$ cat src/rtl/c_req_ack_ingress_pkg.sv
// Shared definitions for the b2C ingress: payload layout, FIFO depth and FSM states.
package c_req_ack_ingress_pkg;

  typedef struct packed {
    logic [7:0]  tag;
    logic [23:0] payload;
  } b2c_payload_t;

  localparam int B2C_W        = $bits(b2c_payload_t);
  localparam int C_FIFO_DEPTH = 4;

  typedef enum logic [1:0] {
    S_IDLE,
    S_ACK,
    S_GAP
  } c_state_e;

endpackage

$ cat src/rtl/c_req_ack_ingress_fifo.sv
// Show-ahead synchronous FIFO; count is held in its own register and is the only
// source of full/empty so pointers can wrap freely.
module c_sync_fifo
  import c_req_ack_ingress_pkg::*;
#(
  parameter int DATA_W = B2C_W,
  parameter int DEPTH  = C_FIFO_DEPTH
) (
  input  logic                     clk,
  input  logic                     rst_n,
  input  logic                     push,
  input  logic [DATA_W-1:0]        push_data,
  input  logic                     pop,
  output logic [DATA_W-1:0]        head,
  output logic [$clog2(DEPTH):0]   count
);

  localparam int PTR_W = $clog2(DEPTH);

  logic [DATA_W-1:0] mem_q [DEPTH];
  logic [PTR_W-1:0]  wr_ptr_q, wr_ptr_d;
  logic [PTR_W-1:0]  rd_ptr_q, rd_ptr_d;
  logic [PTR_W:0]    count_q, count_d;
  logic              pop_ok;

  assign pop_ok = pop && (count_q != '0);

  always_ff @(posedge clk) begin
    if (push) begin
      mem_q[wr_ptr_q] <= push_data;
    end
  end

  always_comb begin
    wr_ptr_d = wr_ptr_q;
    rd_ptr_d = rd_ptr_q;
    count_d  = count_q;
    if (push) begin
      wr_ptr_d = wr_ptr_q + 1'b1;
    end
    if (pop_ok) begin
      rd_ptr_d = rd_ptr_q + 1'b1;
    end
    // A simultaneous push and pop leaves the count unchanged.
    case ({push, pop_ok})
      2'b10:   count_d = count_q + 1'b1;
      2'b01:   count_d = count_q - 1'b1;
      default: count_d = count_q;
    endcase
  end

  always_ff @(posedge clk or negedge rst_n) begin
    if (!rst_n) begin
      wr_ptr_q <= '0;
      rd_ptr_q <= '0;
      count_q  <= '0;
    end else begin
      wr_ptr_q <= wr_ptr_d;
      rd_ptr_q <= rd_ptr_d;
      count_q  <= count_d;
    end
  end

  assign head  = mem_q[rd_ptr_q];
  assign count = count_q;

endmodule

$ cat src/rtl/c_req_ack_ingress.sv
// b2C req/ack terminator: registered-ack FSM pushes into a show-ahead FIFO that is
// re-presented to blockC as a rdy/vld stream.
module c_req_ack_ingress
  import c_req_ack_ingress_pkg::*;
#(
  parameter int DATA_W = B2C_W,
  parameter int DEPTH  = C_FIFO_DEPTH,
  parameter int CNT_W  = 16
) (
  input  logic                    clk,
  input  logic                    rst_n,
  input  logic                    req,
  input  logic [DATA_W-1:0]       req_data,
  output logic                    ack,
  output logic                    out_vld,
  output logic [DATA_W-1:0]       out_data,
  input  logic                    out_rdy,
  output logic [$clog2(DEPTH):0]  occupancy,
  output logic [CNT_W-1:0]        xfer_cnt
);

  localparam int                OCC_W    = $clog2(DEPTH) + 1;
  localparam logic [OCC_W-1:0]  FULL_CNT = OCC_W'(DEPTH);

  c_state_e         state_q, state_d;
  logic [CNT_W-1:0] xfer_cnt_q, xfer_cnt_d;
  logic [OCC_W-1:0] count;
  logic             push;
  logic             pop;

  always_ff @(posedge clk or negedge rst_n) begin
    if (!rst_n) begin
      state_q    <= S_IDLE;
      xfer_cnt_q <= '0;
    end else begin
      state_q    <= state_d;
      xfer_cnt_q <= xfer_cnt_d;
    end
  end

  // Free space is judged on the current count only; a same-cycle pop does not help.
  always_comb begin
    state_d    = state_q;
    xfer_cnt_d = xfer_cnt_q;
    push       = 1'b0;
    unique case (state_q)
      S_IDLE: begin
        if (req && (count < FULL_CNT)) begin
          state_d = S_ACK;
        end
      end
      S_ACK: begin
        push    = 1'b1;
        state_d = S_GAP;
        if (xfer_cnt_q != '1) begin
          xfer_cnt_d = xfer_cnt_q + 1'b1;
        end
      end
      S_GAP: begin
        state_d = S_IDLE;
      end
      default: begin
        state_d = S_IDLE;
      end
    endcase
  end

  assign ack       = (state_q == S_ACK);
  assign out_vld   = (count != '0);
  assign pop       = out_vld && out_rdy;
  assign occupancy = count;
  assign xfer_cnt  = xfer_cnt_q;

  c_sync_fifo #(
    .DATA_W (DATA_W),
    .DEPTH  (DEPTH)
  ) u_fifo (
    .clk       (clk),
    .rst_n     (rst_n),
    .push      (push),
    .push_data (req_data),
    .pop       (pop),
    .head      (out_data),
    .count     (count)
  );

`ifndef SYNTHESIS
  // Dropping req while ack is high is a source-side protocol error; the push still happens.
  always @(posedge clk) begin
    if (rst_n && (state_q == S_ACK)) begin
      assert (req) else $error("b2C req dropped during ack cycle");
    end
  end
`endif

endmodule

$ cat config.mk
export PLATFORM = sky130hd
export DESIGN_NAME = c_req_ack_ingress
export DESIGN_NICKNAME = d
export VERILOG_FILES = /design/src/rtl/c_req_ack_ingress_pkg.sv /design/src/rtl/c_req_ack_ingress_fifo.sv /design/src/rtl/c_req_ack_ingress.sv
export SDC_FILE = /design/constraint.sdc
export NUM_CORES = 1
export LEC_CHECK = 0
export BUFFER_PORTS_ARGS = -buffer_cell sky130_fd_sc_hd__clkbuf_2
export CAP_MARGIN = 20
export CORE_AREA = 2 2 125 127
export DETAILED_ROUTE_END_ITERATION = 16
export DIE_AREA = 0 0 127 129
export GPL_TIMING_DRIVEN = 1
export HOLD_SLACK_MARGIN = 0.1
export PLACE_DENSITY_LB_ADDON = 0.05
export SYNTH_ARGS = -nofsm -noshare
export SYNTH_HDL_FRONTEND = slang
export SYNTH_SLANG_ARGS = --single-unit
$ cat constraint.sdc
create_clock -name clk -period 1.99 [get_ports clk]
set_input_delay 0.398 -clock clk [delete_from_list [all_inputs] [get_ports clk]]
set_output_delay 0.398 -clock clk [all_outputs]
set_load 0.02 [all_outputs]
# After elaboration in Yosys (flattened, before gate mapping)
# Memory sizes are Yosys's and may differ from the RTL's.
# Cells that the tools add are included.
classes:
  n_addsub: 5
  magnitude_cmp: 1
  n_eq_ne: 5
  mux: 6
  n_reduce_logical: 7
op_table:
  columns: ["operator", "n"]
  rows:
  - ["adder 16 x 1 -> 16 bit, second input constant", 1]
  - ["inequality test 16 bit, second input constant", 1]
  - ["case mux 3 bit (2 select lines)", 1]
  - ["adder 2 x 1 -> 2 bit, second input constant", 2]
  - ["== test 2 x 1 -> 1 bit, second input constant", 2]
  - ["case mux 2 bit (2 select lines)", 1]
  - ["adder 3 x 1 -> 3 bit, second input constant", 1]
  - ["logical AND 1 bit", 3]
  - ["less-than comparator 3 bit, second input constant", 1]
  - ["2-to-1 mux 1 bit", 3]
  - ["nonzero test 3 bit", 1]
  - ["subtractor 3 x 1 -> 3 bit, second input constant", 1]
  - ["== test 2 bit, second input constant", 1]
  - ["logical NOT 2 bit", 1]
  - ["2-to-1 mux 2 bit", 1]
  - ["inequality test 2 bit, second input constant", 1]
  - ["AND reduction 2 bit", 1]
  - ["nonzero test 2 bit", 1]
totals:
  register_bits: 25
  ramBits: 128
  inputBits: 36
  out_inout_bits: 53
  wordCells: 30
  n_memories: 1
memory_table:
  columns: ["name", "depth", "width", "rd", "rd_ports_with_merged_regs", "write_ports", "line", "text"]
  rows:
  - ["u_fifo.mem_q", 4, 32, 1, 0, 1, "c_req_ack_ingress_fifo.sv:20", "logic [DATA_W-1:0] mem_q [DEPTH];"]

# Longest topological paths before layout
depth:
  ltp_word: 5
  ltp_mapped: 8
  depth_no_buf: 8

# Modules after synthesis
# From an unflattened synthesis, not the netlist that was laid out.
hier_totals:
  hier_cells: 284
  hier_area_um2: 5960.7
modules_own_cells:
  columns: ["mod", "n_inst", "cells_per_inst", "area_each_um2", "seq_area_each_um2"]
  rows:
  - ["c_sync_fifo", 1, 203, 5062.4, 4018.9]
  - ["c_req_ack_ingress", 1, 81, 898.4, 450.4]

# Worst setup path after synthesis
# OpenSTA, ideal clock, no wires.
synth_timing:
  path_type: "reg-to-reg"
  startpoint: "register state_q[1]"
  endpoint: "memory u_fifo.mem_q[0][0] in the netlist's numbering (enable)"
  setup_ns: 0.392
  arrival_time_ns: 1.760
  required_time_ns: 1.598
  setup_slack_ns: -0.162
  stages_incl_launch_ff: 6
  path_buffers: 2
  period_less_slack_ns: 2.152
  cell_sequence: "dfrtp_1 > nand2b_1 > buf_2 > inv_1 > buf_2 > and2_1"
synth_between:
  elab_chain_cells: 4
synth_rtl:
  columns: ["element", "line", "text"]
  rows:
  - ["start: declaration", "c_req_ack_ingress.sv:25", "c_state_e state_q, state_d;"]
  - ["start signal: assignment", "c_req_ack_ingress.sv:36", "state_q <= state_d;"]
  - ["== test 2 x 1 -> 1 bit", null, null]
  - ["net ack", "c_req_ack_ingress.sv:14", "output logic ack,"]
  - ["2-to-1 mux 1 bit", "c_req_ack_ingress.sv:46", "unique case (state_q)"]
  - ["2-to-1 mux 1 bit", "c_req_ack_ingress_fifo.sv:29", "if (push) begin"]
  - ["2-to-1 mux 1 bit (implied by the code)", "c_req_ack_ingress_fifo.sv:30", "mem_q[wr_ptr_q] <= push_data;"]
  - ["end: declaration", "c_req_ack_ingress_fifo.sv:20", null]
# The timed path passes the listed nets, and every way through them passes these cells.

# Worst setup path after layout
layout_timing:
  startpoint: "register u_fifo.rd_ptr_q[0]"
  endpoint: "output out_data[6]"
layout_between:
  elab_chain_cells: 1
layout_rtl:
  columns: ["element", "line", "text"]
  rows:
  - ["start: declaration", "c_req_ack_ingress_fifo.sv:22", "logic [PTR_W-1:0] rd_ptr_q, rd_ptr_d;"]
  - ["start signal: assignment", "c_req_ack_ingress_fifo.sv:59", "rd_ptr_q <= rd_ptr_d;"]
  - ["memory (4 x 32 bit)", null, null]
  - ["end: declaration", "c_req_ack_ingress.sv:16", "output logic [DATA_W-1:0] out_data,"]
# No other way between the ends.

==> reports/metrics.yaml <==
run_status:
  status: "finished with violations"
  violations: "negative setup slack"
placed_design:
  gp_congestion: 0.739
  dp_hpwl_um: 7010
  io_buffers: 88
  dp_slack_ns: 0.0986
  placed_area_mm2: 0.00680
timing:
  setup_viol: 32
  worst_slew_pin_slew_ns: 0.632
  grt_setup_unrepaired: "true"
  layout_min_cycle_time_ns: 2.17
  setup_ws_ns: -0.182
  relSlewSlack_pct: 57.8
  hold_viol: 0
  fmax_ghz: 0.460
  period_share_pct: 109
  drv_slew: 0
  fin_skew_ns: 0.00674
  setup_tns_ns: -5.10
die:
  die_h_um: 129
  rows: 45
  ios: 89
  fp.dieW_um: 127
  core_area_mm2: 0.0150
  fp.dieArea_mm2: 0.0164
  start_util_pct: 39.4
logic_synthesis:
  synth_edf_count: 128
  synth_top_area_share_pct: 65.2
  ys_ff_latch: 153
  syn_inst: 284
  netlist_top_cells_count: "128 x edfxtp_1, 32 x mux4_2, 25 x dfrtp_1"
  yosys_warnings: 0
  avgSynthCellArea_um2: 20.8
  synth_area_leaders: "edfxtp_1 65%, mux4_2 12%, dfrtp_1 11%"
  async_flop_share_pct: 16.3
  seq_area_frac_synth_pct: 75.8
  synthFlopType: "edfxtp_1"
  yosys.area.top_type: "edfxtp_1"
  ys_types: 34
  synth_nets: 327
  yosysMostFrequentCell: "edfxtp_1"
  syn_area_mm2: 0.00590
clocking:
  clk_path_buf_depth: 2
  numCtsBuffers: 17
  cts_sinks: 153
  cts_tree: "yes"
  insertion_delay_ns: 0.41
  cts_max_level: 4
  cts_root_buf: "clkbuf_16"
  clk_pin_slew_ns: 0.06
hold_path:
  holdCritPathClass: "in -> reg"
  holdPathStages: 1
cells_and_area:
  final_area_mm2: 0.00771
  diodes: 0
  utilization_pct: 51.5
  drive_gt1_share_pct: 45.4
  layout.nets: 451
  syn_to_final_growth_pct: 30.8
  fillers: 1255
drt:
  vias: 3006
  route.detailed.drc: 0
  drtAntennaViolNets: 0
  first_pass_iters: 4
  routed_wl_um: 11500
  first_iter_violations: 114
  wl_per_cell_um: 18.9
  via_per_inst: 4.94
power:
  leakage_nw: 2.91
  p_seq_share_pct: 36.2
  p_comb_share_pct: 36.2
  totalPowerFinal_w: 0.0114
  peakVddDrop_v: 0.000606
  p_sw_w: 0.00340
  switching_share_pct: 29.8
  power_density_mw_per_mm2: 1480
  clkPwrFrac_pct: 27.6
  p_int_w: 0.00802
global_route:
  grt_first_pass_wirelength_um: 17500
  antenna_found_initial: 0
  grt_pass1_vias: 3226
  overflow: 0
  track_usage_pct: 14.6
  grt_start_max_net_pins: 28
setup_path:
  worstSetupStartpointType: "register"
  crit_type: "reg -> out"
  r2r_cells: 8
  worstPathRequired_ns: 1.59
  path_max_fanout: 5
  critPathArrivalTime_ns: 1.77
  critPathCaptureType: "primary output"
run:
  cap_violations: 0
[power groups by stage]
stage	clock network, W	logic [W]	registers (W)
2_1_floorplan	0	0.00207	0.00426
3_5_place_dp	0	0.00339	0.00421
6_report	0.00315	0.00414	0.00413
5_1_grt	0.00338	0.00444	0.00417
4_1_cts	0.00323	0.00344	0.00414
3_3_place_gp	0	0.00337	0.00418
[timing repair]
action	CTS	global route
gates cloned	0	4
gates resized for setup	3	90
hold buffers	1	0
hold endpoints to repair	25	0
setup buffers	1	3
pin swaps	0	0
setup endpoints to repair	33	33
[cells in the final DEF, fill, tap and decap left out, drive strengths merged, types with 2 or more instances in the layout]
master  instances
xor2           12
clkinv          9
inv            11
nand3           4
bufinv          3
xnor2           6
edfxtp        128
ha              6
nand4           8
and2            5
nor2            6
clkbuf         77
o21a            2
buf            55
nor3            5
nor4            6
a31oi           2
dfrtp          25
mux4           32
nand2           8
[layer usage]
metal,part of all wire (%),up-vias,track usage (%)
li1,-,1388,-
met1,42,1536,18.2
met2,52,68,24.0
met3,4.3,14,4.28
met4,1.4,0,6.01
met5,0,-,0
[registers in the layout (all words and copies together), names as in the netlist]
register         count
u_fifo.count         3
xfer_cnt            16
u_fifo.rd_ptr_q      2
state_q              2
u_fifo.wr_ptr_q      2
u_fifo.mem_q       128
[worst max-delay path, cell delays in order (launching register included)]
cell and delay, ns:
dfrtp_2 0.39, buf_12 0.14, clkbuf_16 0.16, mux4_2 0.52, buf_6 0.15
[final timing paths]
check	startpoint	to	slack, ns
min	req_data[25]	u_fifo.mem_q[3][25]	0.20
min reg2reg	state_q[1]	state_q[0]	0.45
min in group asynchronous	rst_n	xfer_cnt[13]	0.53
max in group asynchronous	rst_n	u_fifo.rd_ptr_q[0]	1.01
max	u_fifo.rd_ptr_q[0]	out_data[6]	-0.18
max reg2reg	u_fifo.count[0]	u_fifo.count[2]	0.13
[kinds of logic (layout without fill, tap and decap cells)]
family / Yosys count / count (layout) / synth area share (%)
compound gates: 5 / 5 / 0.552
simple gates: 48 / 48 / 5.37
fa+ha+maj: 7 / 7 / 1.61
xor+xnor: 18 / 18 / 2.67
flops: 153 / 153 / 75.8
buf+inv: 19 / 156 / 1.34
mux: 34 / 34 / 12.6
[stage by stage]
stage / cells / hold slack, ns
after CTS: 602 / 0.179
after global placement: 568 / 0.444
final: 609 / 0.201
after floorplan: 284 / 0.102
after global routing: 609 / 0.186
after detailed placement: 568 / 0.446
[final cells by class]
class,instances,area [µm²],area share (%)
clock buffers,18,429,5.57
clock inverters,14,153,1.98
multi-input cells,112,1360,17.6
inverters,9,33.8,0.438
flip-flops and latches,153,4470,58.0
well taps,188,235,3.05
repair buffers,115,1030,13.3
Power figures use the tool's default switching activity.
